**config.mk**
```make
export PLATFORM = sky130hd
export DESIGN_NAME = commit_arbiter_flat
export DESIGN_NICKNAME = d
export VERILOG_FILES = /design/src/rtl/core_config_pkg.sv /design/src/rtl/commit_arbiter_if.sv /design/src/rtl/rr_arbiter.sv /design/src/rtl/commit_arbiter.sv /design/src/flat_wrapper.sv
export SDC_FILE = /design/constraint.sdc
export NUM_CORES = 1
export LEC_CHECK = 0
export BUFFER_PORTS_ARGS = -buffer_cell sky130_fd_sc_hd__buf_2
export CORE_AREA = 2 2 163 165
export DETAILED_ROUTE_END_ITERATION = 12
export DIE_AREA = 0 0 165 167
export GPL_TIMING_DRIVEN = 1
export PLACE_DENSITY = 0.62
export SYNTH_ARGS = -nofsm -noshare
export SYNTH_HDL_FRONTEND = slang
export SYNTH_HIERARCHICAL = 1
export SYNTH_SLANG_ARGS = --single-unit
```
**constraint.sdc**
```tcl
create_clock -name clk -period 17.9 [get_ports clk]
set_input_delay 0.895 -clock clk [delete_from_list [all_inputs] [get_ports clk]]
set_output_delay 0.895 -clock clk [all_outputs]
set_load 0.03 [all_outputs]
```
**src/rtl/core_config_pkg.sv**
```systemverilog
// core_config_pkg: core-wide configuration shared by the commit stage.
//   XLEN         - datapath width
//   REG_ADDR_W   - register index width
//   COMMIT_UNITS - number of execution units feeding the commit arbiter
//   commit_state_t - commit FSM states (RUN, HALT)
package core_config_pkg;

    localparam int unsigned XLEN         = 32;
    localparam int unsigned REG_ADDR_W   = 5;
    localparam int unsigned COMMIT_UNITS = 5;

    typedef enum logic {
        RUN  = 1'b0,
        HALT = 1'b1
    } commit_state_t;

endpackage

```
**src/rtl/commit_arbiter_if.sv**
```systemverilog
// commit_arbiter_if: commit handshake between the execution units and the
// commit arbiter.
//   u_req/u_valid/u_error/u_res/u_rd - per-unit result, driven by the units
//   u_clear                          - one-hot grant back to the units
//   modport master - execution-unit side
//   modport slave  - arbiter side
interface commit_arbiter_if
    import core_config_pkg::*;
#(
    parameter int unsigned N_UNITS = COMMIT_UNITS,
    parameter int unsigned DATA_W  = XLEN,
    parameter int unsigned ADDR_W  = REG_ADDR_W
);

    logic [N_UNITS-1:0]             u_req;
    logic [N_UNITS-1:0]             u_valid;
    logic [N_UNITS-1:0]             u_error;
    logic [N_UNITS-1:0][DATA_W-1:0] u_res;
    logic [N_UNITS-1:0][ADDR_W-1:0] u_rd;
    logic [N_UNITS-1:0]             u_clear;

    modport master (
        output u_req, u_valid, u_error, u_res, u_rd,
        input  u_clear
    );

    modport slave (
        input  u_req, u_valid, u_error, u_res, u_rd,
        output u_clear
    );

endinterface

```
**src/rtl/rr_arbiter.sv**
```systemverilog
// rr_arbiter: round-robin arbiter with an internal rotating pointer.
//   clk, rst - clock, async active-high reset
//   req      - request vector
//   en       - arbitration enable; no grant and no pointer move when low
//   gnt      - one-hot grant (combinational)
//   gnt_idx  - index of the granted requester (combinational)
// The pointer moves to one past the winner only when a grant is issued.
module rr_arbiter #(
    parameter int unsigned N = 2
) (
    input  logic                 clk,
    input  logic                 rst,
    input  logic [N-1:0]         req,
    input  logic                 en,
    output logic [N-1:0]         gnt,
    output logic [$clog2(N)-1:0] gnt_idx
);

    localparam int unsigned IDX_W = $clog2(N);

    logic [IDX_W-1:0] ptr_q;
    logic [IDX_W-1:0] ptr_d;
    logic             found;
    int unsigned      cand;

    // Scan from ptr_q upward, wrapping, and take the first requester.
    always_comb begin
        gnt     = '0;
        gnt_idx = '0;
        ptr_d   = ptr_q;
        found   = 1'b0;
        cand    = 0;
        for (int unsigned i = 0; i < N; i++) begin
            cand = (32'(ptr_q) + i) % N;
            if (en && !found && req[cand]) begin
                found       = 1'b1;
                gnt[cand]   = 1'b1;
                gnt_idx     = IDX_W'(cand);
                ptr_d       = (cand == N - 1) ? '0 : IDX_W'(cand + 1);
            end
        end
    end

    always_ff @(posedge clk or posedge rst) begin
        if (rst) begin
            ptr_q <= '0;
        end else begin
            ptr_q <= ptr_d;
        end
    end

endmodule

```
**src/rtl/commit_arbiter.sv**
```systemverilog
// commit_arbiter: picks one finished execution-unit result per cycle
// (round robin) and writes it to the register file through a registered
// writeback port. A faulting result is reported on exc_* and halts commits
// until exc_ack.
//   clk, rst                      - clock, async active-high reset
//   cif (slave)                   - unit results in, one-hot u_clear out
//   wb_stall                      - register file busy, no grant this cycle
//   rf_we/rf_waddr/rf_wdata       - registered writeback
//   exc_valid/exc_unit/exc_data   - registered pending fault
//   exc_ack                       - trap logic consumed the fault
// Optional feature macro COMMIT_FORWARD_EN: adds fwd_valid/fwd_rd/fwd_data,
// a combinational copy of the write that rf_* will carry next cycle.
module commit_arbiter
    import core_config_pkg::*;
#(
    parameter int unsigned N_UNITS    = COMMIT_UNITS,
    parameter int unsigned DATA_W     = XLEN,
    parameter int unsigned ADDR_W     = REG_ADDR_W
) (
    input  logic                       clk,
    input  logic                       rst,
    commit_arbiter_if.slave            cif,
    input  logic                       wb_stall,
    output logic                       rf_we,
    output logic [ADDR_W-1:0]          rf_waddr,
    output logic [DATA_W-1:0]          rf_wdata,
    output logic                       exc_valid,
    output logic [$clog2(N_UNITS)-1:0] exc_unit,
    output logic [DATA_W-1:0]          exc_data,
`ifdef COMMIT_FORWARD_EN
    output logic                       fwd_valid,
    output logic [ADDR_W-1:0]          fwd_rd,
    output logic [DATA_W-1:0]          fwd_data,
`endif
    input  logic                       exc_ack
);

    localparam int unsigned IDX_W = $clog2(N_UNITS);

    commit_state_t     state_q;
    logic              rf_we_q;
    logic [ADDR_W-1:0] rf_waddr_q;
    logic [DATA_W-1:0] rf_wdata_q;
    logic              exc_valid_q;
    logic [IDX_W-1:0]  exc_unit_q;
    logic [DATA_W-1:0] exc_data_q;

    logic              arb_en_c;
    logic [N_UNITS-1:0] gnt_c;
    logic [IDX_W-1:0]  gnt_idx_c;
    logic              gnt_any_c;
    logic              fault_c;
    logic              wr_c;

    // Grants only in RUN with the register file ready; exc_ack is not involved.
    assign arb_en_c = (state_q == RUN) && !wb_stall;

    rr_arbiter #(
        .N (N_UNITS)
    ) u_rr (
        .clk     (clk),
        .rst     (rst),
        .req     (cif.u_req),
        .en      (arb_en_c),
        .gnt     (gnt_c),
        .gnt_idx (gnt_idx_c)
    );

    assign cif.u_clear = gnt_c;
    assign gnt_any_c   = |gnt_c;
    assign fault_c     = gnt_any_c && cif.u_error[gnt_idx_c];
    // rd = 0 and non-writing results are consumed without a register write.
    assign wr_c        = gnt_any_c && !cif.u_error[gnt_idx_c]
                         && cif.u_valid[gnt_idx_c]
                         && (cif.u_rd[gnt_idx_c] != '0);

`ifdef COMMIT_FORWARD_EN
    assign fwd_valid = wr_c;
    assign fwd_rd    = cif.u_rd[gnt_idx_c];
    assign fwd_data  = cif.u_res[gnt_idx_c];
`endif

    // Commit FSM with registered writeback and fault outputs.
    always_ff @(posedge clk or posedge rst) begin
        if (rst) begin
            state_q     <= RUN;
            rf_we_q     <= 1'b0;
            rf_waddr_q  <= '0;
            rf_wdata_q  <= '0;
            exc_valid_q <= 1'b0;
            exc_unit_q  <= '0;
            exc_data_q  <= '0;
        end else begin
            rf_we_q <= wr_c;
            if (wr_c) begin
                rf_waddr_q <= cif.u_rd[gnt_idx_c];
                rf_wdata_q <= cif.u_res[gnt_idx_c];
            end
            case (state_q)
                RUN: begin
                    if (fault_c) begin
                        state_q     <= HALT;
                        exc_valid_q <= 1'b1;
                        exc_unit_q  <= gnt_idx_c;
                        exc_data_q  <= cif.u_res[gnt_idx_c];
                    end
                end
                HALT: begin
                    if (exc_ack) begin
                        state_q     <= RUN;
                        exc_valid_q <= 1'b0;
                    end
                end
                default: state_q <= RUN;
            endcase
        end
    end

    assign rf_we     = rf_we_q;
    assign rf_waddr  = rf_waddr_q;
    assign rf_wdata  = rf_wdata_q;
    assign exc_valid = exc_valid_q;
    assign exc_unit  = exc_unit_q;
    assign exc_data  = exc_data_q;

endmodule

```
**src/flat_wrapper.sv**
```systemverilog
// flat-port wrapper written by rule: the top's interface ports become plain ports
module commit_arbiter_flat import core_config_pkg::*;
#(
    parameter int unsigned N_UNITS    = COMMIT_UNITS,
    parameter int unsigned DATA_W     = XLEN,
    parameter int unsigned ADDR_W     = REG_ADDR_W
)
  (clk, rst, wb_stall, rf_we, rf_waddr, rf_wdata, exc_valid, exc_unit, exc_data, exc_ack, cif_u_req, cif_u_valid, cif_u_error, cif_u_res, cif_u_rd, cif_u_clear);
  commit_arbiter_if #(.N_UNITS(N_UNITS), .DATA_W(DATA_W), .ADDR_W(ADDR_W)) cif_i ();
  input  logic clk;
  input  logic rst;
  input  logic wb_stall;
  output logic rf_we;
  output logic [ADDR_W-1:0] rf_waddr;
  output logic [DATA_W-1:0] rf_wdata;
  output logic exc_valid;
  output logic [$clog2(N_UNITS)-1:0] exc_unit;
  output logic [DATA_W-1:0] exc_data;
  input  logic exc_ack;
  input wire logic [$bits(cif_i.u_req)-1:0] cif_u_req;
  input wire logic [$bits(cif_i.u_valid)-1:0] cif_u_valid;
  input wire logic [$bits(cif_i.u_error)-1:0] cif_u_error;
  input wire logic [$bits(cif_i.u_res)-1:0] cif_u_res;
  input wire logic [$bits(cif_i.u_rd)-1:0] cif_u_rd;
  output wire logic [$bits(cif_i.u_clear)-1:0] cif_u_clear;
  assign cif_i.u_req = cif_u_req;
  assign cif_i.u_valid = cif_u_valid;
  assign cif_i.u_error = cif_u_error;
  assign cif_i.u_res = cif_u_res;
  assign cif_i.u_rd = cif_u_rd;
  assign cif_u_clear = cif_i.u_clear;
  commit_arbiter #(.N_UNITS(N_UNITS), .DATA_W(DATA_W), .ADDR_W(ADDR_W)) u_core (.clk(clk), .rst(rst), .cif(cif_i), .wb_stall(wb_stall), .rf_we(rf_we), .rf_waddr(rf_waddr), .rf_wdata(rf_wdata), .exc_valid(exc_valid), .exc_unit(exc_unit), .exc_data(exc_data), .exc_ack(exc_ack));
endmodule
```
==> results of run 1 <==
[cells in the mapped netlist, types with 4 or more instances]
library cell	number
mux2_4	28
dfrtp_1	78
o31ai_1	8
a21oi_2	4
o22ai_1	39
mux2i_1	83
or3_1	4
a21oi_1	56
xnor2_1	7
o21a_1	4
inv_1	42
mux2_2	41
o21ai_1	4
nand2b_1	7
nor2_1	72
clkbuf_1	19
and3_1	8
buf_4	5
nand4_1	11
a31oi_1	10
a21o_1	7
buf_6	7
buf_2	19
or2_2	4
o21ai_0	27
nor2b_1	7
ha_1	39
o211ai_1	4
nor3_1	7
a211oi_1	9
nand3_1	13
nand2_1	45
a22o_1	4
[critical path: stages, from the launching register on]
cell and delay [ps]:
dfrtp_1 320, buf_4 410, inv_1 410, ha_1 760
inv_1 370, ha_1 360, nor3_4 210, or3_1 180
nand2_1 120, ha_1 250, and3_1 180, a211o_1 300
nor2_1 260, mux2i_1 300, o221a_2 290, nand2_1 170
nand2_1 280, mux2i_4 260, buf_4 630, nand2b_1 450
buf_4 360, o32ai_1 140, a31o_2 260, or3_4 370
o21a_2 410, buf_4 330, mux2_4 330
[state kept, by name (all words and copies together) (netlist names)]
register,cells
u_core/rf_waddr,5
u_core/u_rr/ptr_q,3
u_core/exc_data,32
u_core/rf_we,1
u_core/state_q,1
u_core/rf_wdata,32
u_core/exc_valid,1
u_core/exc_unit,3
[worst min-delay path by stage]
| stage | from | to | cells after the start |
|---|---|---|---|
| 3_5_place_dp | u_core/exc_valid | u_core/exc_valid | 1 |
| 5_1_grt | rst | u_core/u_rr/ptr_q[0] | 2 |
| 6_report | rst | u_core/u_rr/ptr_q[0] | 2 |
| 4_1_cts | rst | u_core/u_rr/ptr_q[0] | 2 |
| 2_1_floorplan | u_core/state_q | u_core/state_q | 1 |
| 3_3_place_gp | u_core/exc_valid | u_core/exc_valid | 1 |
[stage by stage]
step	std cells	util (%)
final	1421	37.22
after global routing	1421	37.22
after CTS	1420	37.21
after detailed placement	1404	35.95
after global placement	1404	35.95
after floorplan	832	-
[area by class of cell]
| type | count | share of cell area [%] |
|---|---|---|
| multi-input combinational | 655 | 54.59 |
| tap | 335 | 4.371 |
| inverter | 43 | 1.696 |
| timing repair buffer | 293 | 15.58 |
| clock buffer | 10 | 2.388 |
| sequential | 78 | 20.35 |
| antenna | 1 | 0.02610 |
| clock inverter | 6 | 0.9916 |
[layer usage]
layer / GRT usage, % / up-vias / share of wire, % / wire, um
li1: - / 3593 / - / -
met1: 25.04 / 3567 / 41 / 11440
met2: 32.74 / 340 / 49 / 13580
met3: 2.839 / 41 / 6.9 / 1924
met4: 7.675 / 2 / 3.2 / 904
met5: 0 / - / 0.047 / 13
[kinds of logic (layout without fill, tap and decap cells)]
| logic type | Yosys count | in the layout | share of synthesized area [%] |
|---|---|---|---|
| xor gates and xnor gates | 11 | 11 | 1.650 |
| DFF | 78 | 78 | 25.48 |
| muxes | 156 | 156 | 23.24 |
| AOI/OAI and AO/OA | 235 | 235 | 21.82 |
| buffers and inverters | 99 | 352 | 6.729 |
| and+or+nand+nor | 214 | 214 | 14.71 |
| other | 0 | 1 | 0 |
| adders and majority gates | 39 | 39 | 6.369 |
==> results.md, run 1 <==
Status:
- The flow ran to the end, and the final reports show no timing, DRC or antenna violations.

Route:
- The detailed-route DRC error count is 0.
- The first routing iteration left 520 violations.
- After detailed routing, the average wire length per cell comes to 19.61 um.
- For this block, the via count after detailed routing is 7543.
- The routed design has 27860 um of wire.
- The ratio of routed vias to standard cells is 5.308.
- Before antenna repair, the detailed router went through 5 iterations.
- Once detail routing completed, the nets flagged for antenna violations numbered 0.

Logic synthesis:
- Counting flops with a built-in enable in the synthesized netlist gives 0.
- The Yosys step of the flow raised 6 warnings.
- The share of the yosys chip area belonging to registers is 25.48%.
- The top-area cell type share of the netlist area is 25.48%.
- After synthesis, the share of flip-flops with an asynchronous set or reset is 100.0%.
- The dominant register cell in the synthesized netlist is dfrtp_1.
- The synthesized area per cell is 9.208 sq um.
- By area the synthesized netlist is led by dfrtp_1 25%, mux2i_1 11%, ha_1 6.4%.
- The synthesized design contains 78 register bits.
- The total standard cell area after synthesis is 0.007661 sq mm.
- The number of nets in the synthesized netlist is 1075.
- The number of instances in the synthesized netlist is 832.
- The leading area contributor after synthesis is dfrtp_1.
- The number of different library cells used by synthesis comes to 103.

STA:
- The final max-slew violation count was 0.
- At the pin with the least slew margin, the transition time is 1024 ps.
- Dividing the final minimum period by the clock period gives 49.95%.
- Hold timing on the final database bottoms out at a slack of 440.3 ps.
- Clock skew on the completed layout was measured at 9.739 ps.
- The setup TNS is 0 ps.
- The number of setup violations in the final report is 0.
- Static timing analysis puts the maximum clock frequency at 0.1118 GHz.
- The worst pin sits at a relative slew slack of 31.71%.
- The hold violation count in the final report was 0.
- The smallest setup slack after layout is 8959 ps.
- Setup repair after global routing left no endpoint under its margin.
- The clock period could shrink to 8941 ps.

Critical path:
- In this run the worst path has a maximum fanout of 49.
- The worst setup path is launched from a register.
- The number of cells traversed by the worst register-to-register path is 26.
- The worst reg2reg path endpoint is u_core/rf_wdata[12].
- Data on the critical path arrives at its endpoint at 9160 ps.
- In this run the critical register-to-register path is launched from u_core/u_rr/ptr_q[0].
- The endpoint of the most critical setup path is u_core/rf_wdata[12].
- The required time of the critical path is 18120 ps.
- The critical path class is register to register.
- The worst setup path startpoint is u_core/u_rr/ptr_q[0].
- The kind of end point of the critical path is a register.
- The slack of the worst reg-to-reg path is 8960 ps.

Final layout:
- Counting the fill cells in the layout gives 2644.
- The synthesis-to-finish area growth is 25.17%.
- In the final layout, the multi-input gates occupy 0.005235 sq mm.
- The library cells used most frequently in the layout, excluding fill and tap cells, are 282 x buf_2, 82 x mux2i_1, 78 x dfrtp_1, 72 x nor2_1, 56 x a21oi_1.
- Once layout is done, the placed cells without fillers occupy 0.009589 sq mm.
- The count of nets after finishing is 1323.
- Registers take 0.001952 sq mm.
- The leading cell type in the layout, fill and taps excluded is buf_2.
- Of the cells placed in the final design, the portion with a size suffix greater than 1 is 39.26%.

Global route:
- The first-pass GRT wire length is 41140 um.
- The initial antenna violation count is 2.
- The number of global-route vias before repair is 7169.
- The maximum number of pins on one net before global-route repair is 76.
- The global route total overflow is 0.
- Across every metal layer, demand over resource in global routing totals 19.51%.

Die:
- The die height is 167 um.
- The area of the core is 0.02576 sq mm.
- In this run the horizontal extent of the chip is 165 um.
- The floorplan step defined a die boundary enclosing 0.02756 sq mm.
- Once the floorplan was initialized, standard cells occupied 29.74% of the core.
- The cell row count is 59.
- The top-level port count is 283.

CTS:
- The hold buffer count at CTS is 0.
- TritonCTS built the clock tree.
- The clock net sink count is 78.
- Post-CTS repair changed the size of 0 cells.
- The number of clock buffers inserted by TritonCTS is 9.
- The H-tree was split into 3 levels.
- The later pin in the worst-skew pair is clocked with a latency of 340 ps.
- The clock-pin slew on the worst setup and hold paths is 70 ps.
- Post-CTS timing repair inserted 0 buffers for setup.
- The tree is rooted in a clkbuf_16.
- Counting along the longest clock path gives a buffer depth of 2.

Placed design:
- The count of buffers added on input and output ports is 282.
- At the end of routability-driven placement, the weighted congestion stood at 0.9076.
- The total cell area at the placement stage is 0.009263 sq mm.
- OpenSTA, run right after detailed placement, puts the worst setup slack at 8995 ps.
- The final HPWL from detailed placement is 22250 um.

Flow run:
- Max-cap violations in this run came to 0.

Hold path:
- The tightest min-delay check is of the input port to asynchronous set/reset pin type.
Power of run 1 is left out: the tool's default activity adds up to more than one toggle a clock period on the data nets, which glitch-free logic cannot reach.
==> run 2: changes to the inputs <==
- clock period: 17.9 -> 8.76 ns (I/O delays scaled with it)
==> run 2 against run 1 <==
Effect of this change: critical path depth decreased by 1; first-iteration DRC count is 12% lower; non-clock buffer count is 8 higher; global-route usage increased by 0.66 points; worst hold slack got worse by 76 ps; clock skew is 4.3 ps higher; setup slack worse by 8000 ps; sequential share of layout area is essentially flat; highest routed layer is now met4; critical path type unchanged.
==> results.md, run 2 (same netlist as run 1, synthesis figures left out) <==
Status:
- The flow ran to the end, and the final reports show no timing, DRC or antenna violations.

Critical path:
- The kind of end point of the critical path is a register.
- The required time of the critical path is 8990 ps (-9130 ps).
- The worst setup path is launched from a register.
- The critical path class is register to register.
- The maximum net fanout on the critical path is 26 (-47%).
- The critical path's slowest cell is o21a_2.
- The cell occurring most often along the worst timing path is ha_1.
- The signal arrival time at the worst endpoint is 8020 ps (-1140 ps).
- The largest stage delay on the critical path is 800 ps (+40 ps).

Global route:
- The global route total overflow was 0 (unchanged).
- The first-pass GRT wire length is 42410 um (+3.1%).
- The initial antenna violation count is 3 (+1).
- The met1 demand-to-capacity share in global routing is 25.35% (+0.31 points).
- The met3 track demand over resource is 4.234% (+1.4 points).
- The global router's overall resource usage is 20.17% (+0.66 points).
- met2 is the most crowded layer.
- The number of global-route vias before repair is 7314 (+2.0%).
- The global routing met2 resource utilization was 33.62% (+0.89 points).
- The maximum number of pins on one net before global-route repair is 76 (unchanged).

Route:
- The detailed-route DRC error count was 0 (unchanged).
- The number of nets with antenna violations after detailed routing is 0 (unchanged).
- The detailed-router iteration count before antenna repair is 7 (+2).
- The average detailed-routed wire length per instance came to 19.78 um (+0.87%).
- The total vias in the final route is 7585 (+0.56%).
- The wire length reported by the detailed router is 28280 um (+1.5%).
- The number of DRC markers after the initial detailed-route iteration is 456 (-12%).
- The ratio of routed vias to standard cells came to 5.304 (about the same).

Placed design:
- The final HPWL from detailed placement is 22710 um (+2.1%).
- The final weighted congestion in routability-driven placement came to 0.9267 (+2.1%).
- The number of port buffers is 282 (unchanged).

STA:
- The number of setup violations in the final report is 0 (unchanged).
- The setup TNS is 0 ps (unchanged).
- The slew at the pin closest to its max-slew limit is 1017 ps (-7.274 ps).
- The shortest clock period the worst path allows after layout came to 7792 ps (-1149 ps).
- Setup repair after global routing left no endpoint under its margin.
- The hold violation count in the final report is 0 (unchanged).
- The final worst clock skew came to 14.07 ps (+4.330 ps).
- The final cycle utilization of the critical path came to 88.95% (+39 points).
- The maximum frequency from static timing analysis is 0.1283 GHz (+15%).
- The worst slew margin relative to its limit is 32.20% (+0.48 points).
- The final max-slew violation count is 0 (unchanged).

Final layout:
- Compared with the post-synthesis result, the final layout area differs by 25.43%.
- The number of filler cells placed in the layout is 2644 (unchanged).
- The library cell used most frequently in the layout, excluding fill and tap cells, is buf_2.
- In the layout the commonest cells are 282 x buf_2, 82 x mux2i_1, 78 x dfrtp_1, 72 x nor2_1, 56 x a21oi_1.
- The ratio of cells with drive above 1 in the final layout is 39.65% (+0.39 points).
- The count of nets after finishing is 1331 (+0.60%).
- The final core area utilization is 37.30% (+0.078 points).

CTS:
- The maximum level of the CTS H-tree is 3 (unchanged).
- The clock latency on the worst-skew pair is 350 ps (about the same).
- The clock net sink count is 78 (unchanged).
- The clock-pin slew on the worst setup and hold paths came to 70 ps (about the same).
- The number of clock buffers inserted by TritonCTS came to 9 (unchanged).
- The maximum root-to-sink buffer count is 2 (unchanged).
- The TritonCTS clock tree is yes.
- The cell sitting at the root of the clock tree is a clkbuf_16.
- The count of cells resized by post-cts repair is 0 (unchanged).

Die:
- The area enclosed by the die boundary is 0.02756 sq mm (unchanged).
- The top-level port count is 283 (unchanged).
- The die height is 167 um (unchanged).
- The area of the core was 0.02576 sq mm (unchanged).
- The starting density of the core is 29.74% (unchanged).
- The cell row count was 59 (unchanged).
- The overall die width is 165 um (unchanged).

Flow run:
- The max-cap check violation count is 0 (unchanged).

Hold path:
- The worst min-delay path category is input port to register.
## run 2: changes by cell type in the layout (fill, tap and decap cells not counted), moves of 2 or more
cell / before / now
buf_4: 11 / 17
diode_2: 1 / 3
bufinv_16: 2 / 0
clkinv_2: 1 / 4
## run 2: through the flow
| stage | setup slack (ps) | cells | instance area (sq um) | hold WS [ps] |
|---|---|---|---|---|
| final | 968.3 | 1430 | 9609 | 364.1 |
| after floorplan | 2026 | 832 | 7661 | 191.6 |
| after detailed placement | 1037 | 1411 | 9328 | 370.8 |
| after CTS | 986.0 | 1427 | 9602 | 347.0 |
| after global routing | 494.9 | 1428 | 9604 | 370.6 |
| after global placement | 1241 | 1411 | 9328 | 363.7 |
## run 2: worst paths after layout
| path | startpoint | endpoint | slack (ps) | cells past startpoint |
|---|---|---|---|---|
| worst min-delay path | exc_ack | u_core/state_q | 360 | 3 |
| worst max-delay path | u_core/u_rr/ptr_q[1] | u_core/rf_wdata[9] | 970 | 25 |
| worst max register to register | u_core/u_rr/ptr_q[1] | u_core/rf_wdata[9] | 970 | 25 |
| min in group asynchronous | rst | u_core/u_rr/ptr_q[1] | 540 | 3 |
| worst min register to register | u_core/exc_valid | u_core/exc_valid | 470 | 1 |
| max in group asynchronous | rst | u_core/rf_wdata[14] | 7130 | 4 |
## run 2: critical path: cells and delay by family, from the launching register on
family / cells / cell delay, ps
and+or+nand+nor: 9 / 1990
DFF: 1 / 380
buffers and inverters: 4 / 910
adders and majority gates: 4 / 1360
muxes: 4 / 1450
AOI/OAI and AO/OA: 4 / 1570
## run 2: final cells by class
class,count,area (sq um),share of cell area (%)
multi-input cells,655,5235,54.48
diodes,3,7.507,0.07812
well taps,335,419.2,4.362
clock inverters,6,38.79,0.4036
repair buffers,301,1569,16.33
inverters,43,162.7,1.693
clock buffers,9,225.2,2.344
flip-flops and latches,78,1952,20.31
## run 2: timing repair
| action | CTS | global route |
|---|---|---|
| hold buffers | 1 | 0 |
| buffers inserted | 0 | 0 |
| hold endpoints to repair | 3 | 0 |
## run 2: metal layers
layer	vias to the layer above	share of wire (%)
li1	3617	-
met1	3623	42
met2	301	48
met3	44	6.5
met4	0	3.3
met5	-	0
Power of run 2 is left out for the same reason.
==> run 3: changes to the inputs <==
- REMOVE_ABC_BUFFERS: unset -> 1
==> run 3 against run 2 <==
Effect of this change: via count shrank 1.1%; critical path type unchanged; sequential share of layout area shrank 0.082 points; clock-buffer cell count is the same; global-route usage shrank 1.4 points; first-iteration DRC count grew 22%; core utilization grew 0.15 points; fmax grew 1.3%.
==> results.md, run 3 (same netlist as run 1, synthesis figures left out) <==
Hold path:
- The path class of the tightest hold or removal check is input port to register.
- The worst hold endpoint is u_core/state_q.
- The cell depth of the worst min-delay path came to 3 (unchanged).
- The start point of the worst min-delay path is exc_ack.

Route:
- The detailed-router iteration count before antenna repair is 7 (unchanged).
- The number of nets with antenna violations after detailed routing is 0 (unchanged).
- The total vias in the final route is 7505 (-1.1%).
- The number of DRC markers after the initial detailed-route iteration was 558 (+22%).
- The detailed-route DRC error count is 0 (unchanged).
- The wire length reported by the detailed router is 26340 um (-6.9%).
- The ratio of routed vias to standard cells is 5.270 (-0.64%).
- The average detailed-routed wire length per instance is 18.49 um (-6.5%).

Status:
- The run finished with clean final reports.

Final layout:
- The number of cells in the finished layout apart from fillers is 1424 (-0.42%).
- The library cell used most frequently in the layout, excluding fill and tap cells, is buf_2.
- The synthesis-to-finish area growth is 25.93%.
- In the layout the commonest cells are 282 x buf_2, 82 x mux2i_1, 78 x dfrtp_1, 72 x nor2_1, 56 x a21oi_1.
- The antenna diode count came to 0 (-3).
- The count of nets after finishing is 1327 (-0.30%).
- The ratio of cells with drive above 1 in the final layout is 39.49% (-0.17 points).

CTS:
- The clock-pin slew on the worst setup and hold paths came to 70 ps (about the same).
- The maximum root-to-sink buffer count was 2 (unchanged).
- The count of cells resized by post-cts repair came to 0 (unchanged).
- TritonCTS built the clock tree.
- Clock tree synthesis selected as its root buffer the cell clkbuf_16.
- The clock latency on the worst-skew pair is 340 ps (about the same).
- The maximum level of the CTS H-tree is 3 (unchanged).
- The clock net sink count is 78 (unchanged).
- The number of clock buffers inserted by TritonCTS was 9 (unchanged).

Placed design:
- The cell total after placement is 1407 (-0.28%).
- The final HPWL from detailed placement was 21100 um (-7.1%).
- The number of port buffers was 282 (unchanged).
- The final weighted congestion in routability-driven placement is 0.9085 (-2.0%).

STA:
- The final cycle utilization of the critical path is 87.79% (-1.2 points).
- The final worst clock skew is 7.406 ps (-6.664 ps).
- The slew at the pin closest to its max-slew limit is 1005 ps (-12.25 ps).
- The hold violation count in the final report is 0 (unchanged).
- The shortest clock period the worst path allows after layout is 7690 ps (-101.7 ps).
- The worst slew margin relative to its limit came to 33.02% (+0.82 points).
- The final max-slew violation count is 0 (unchanged).
- Setup repair after global routing left no endpoint under its margin.
- The maximum frequency from static timing analysis was 0.1300 GHz (+1.3%).
- The number of setup violations in the final report is 0 (unchanged).

Critical path:
- The maximum net fanout on the critical path is 35 (+35%).
- The critical path class is register to register.
- The signal arrival time at the worst endpoint is 7920 ps (-100 ps).
- The slack of the worst reg-to-reg path is 1070 ps (+100 ps).
- The required time of the critical path is 8990 ps (about the same).
- The number of cells traversed by the worst register-to-register path was 25 (unchanged).
- STA classifies the critical path startpoint as a register.
- The beginning of the worst register-to-register path is u_core/u_rr/ptr_q[1].
- STA classifies the critical path endpoint as a register.
- The endpoint identified for the worst register-to-register timing path is u_core/rf_wdata[5].

Global route:
- The maximum number of pins on one net before global-route repair was 76 (unchanged).
- The global route total overflow is 0 (unchanged).
- The initial antenna violation count is 0 (-3).
- The number of global-route vias before repair is 7330 (+0.22%).
- The first-pass GRT wire length was 40320 um (-4.9%).
- The global router's overall resource usage is 18.74% (-1.4 points).

Die:
- The die height came to 167 um (unchanged).
- The top-level port count is 283 (unchanged).
- The area enclosed by the die boundary was 0.02756 sq mm (unchanged).
- The overall die width was 165 um (unchanged).
- The area of the core came to 0.02576 sq mm (unchanged).
- The starting density of the core is 29.74% (unchanged).
- The cell row count is 59 (unchanged).

Flow run:
- The max-cap check violation count was 0 (unchanged).
run 3: cell count changes in the layout (fill, tap and decap cells not counted), sizes merged:
cell,before,now
buf,300,296
bufinv,0,3
diode,3,0
clkinv,4,2
clkinvlp,2,0
inv,43,45
run 3: layer usage:
metal  up-vias  GRT usage (%)  part of all wire [%]
met4         0          6.049                   2.4
met2       325          32.41                    50
met1      3543          23.25                    40
met3        33          3.587                   7.1
met5         -              0                     0
li1       3604              -                     -
run 3: metrics by stage:
step                util, %  TNS [ps]  instance area, sq um  setup slack [ps]  hold slack [ps]
finish                37.45         0                  9648              1070            374.0
global route          37.45         0                  9648             468.9            385.6
CTS                   37.45         0                  9648              1099            351.5
detailed placement    36.04         0                  9285              1139            349.4
global placement      36.04         0                  9285              1317            353.9
floorplan                 -   -159010                  7307             -2662            191.6
run 3: worst max-delay path by stage:
stage / endpoint / slack [ps] / cells after the start / start
after floorplan: u_core/rf_wdata[4] / -2660 / 21 / u_core/u_rr/ptr_q[0]
after detailed placement: u_core/rf_wdata[5] / 1140 / 25 / u_core/u_rr/ptr_q[1]
final: u_core/rf_wdata[5] / 1070 / 25 / u_core/u_rr/ptr_q[1]
after global routing: u_core/rf_wdata[7] / 470 / 25 / u_core/u_rr/ptr_q[1]
after global placement: u_core/rf_wdata[8] / 1320 / 25 / u_core/u_rr/ptr_q[1]
after CTS: u_core/rf_wdata[5] / 1100 / 25 / u_core/u_rr/ptr_q[1]
run 3: what timing repair did:
| action | CTS | global route |
|---|---|---|
| hold buffers | 1 | 0 |
| endpoints found under the hold margin | 3 | 0 |
| setup buffers | 0 | 0 |
run 3: area by class of cell:
class                   count  area, sq um
fillers                  2584        16120
multi-input cells         655         5235
flip-flops and latches     78         1952
repair buffers            297         1526
well taps                 335        419.2
clock buffers               9        225.2
inverters                  43        162.7
clock inverters             7        127.6
run 3: critical path, stage by stage, from the launching register on:
cell and delay (ps):
dfrtp_1 560, inv_1 360, ha_1 340, inv_1 150, ha_1 500, inv_1 150, ha_1 260, nor3_4 200
or3_1 170, nand2_1 120, ha_1 250, and3_1 180, a211o_1 300, or3_1 370, o211a_1 140, o221a_2 270
nand2_1 230, nand2_1 230, mux2_4 420, mux4_2 550, nor2b_4 150, a31oi_4 180, and3_1 360, o21a_2 190
buf_4 490, mux2_2 400
Power of run 3 is left out for the same reason.
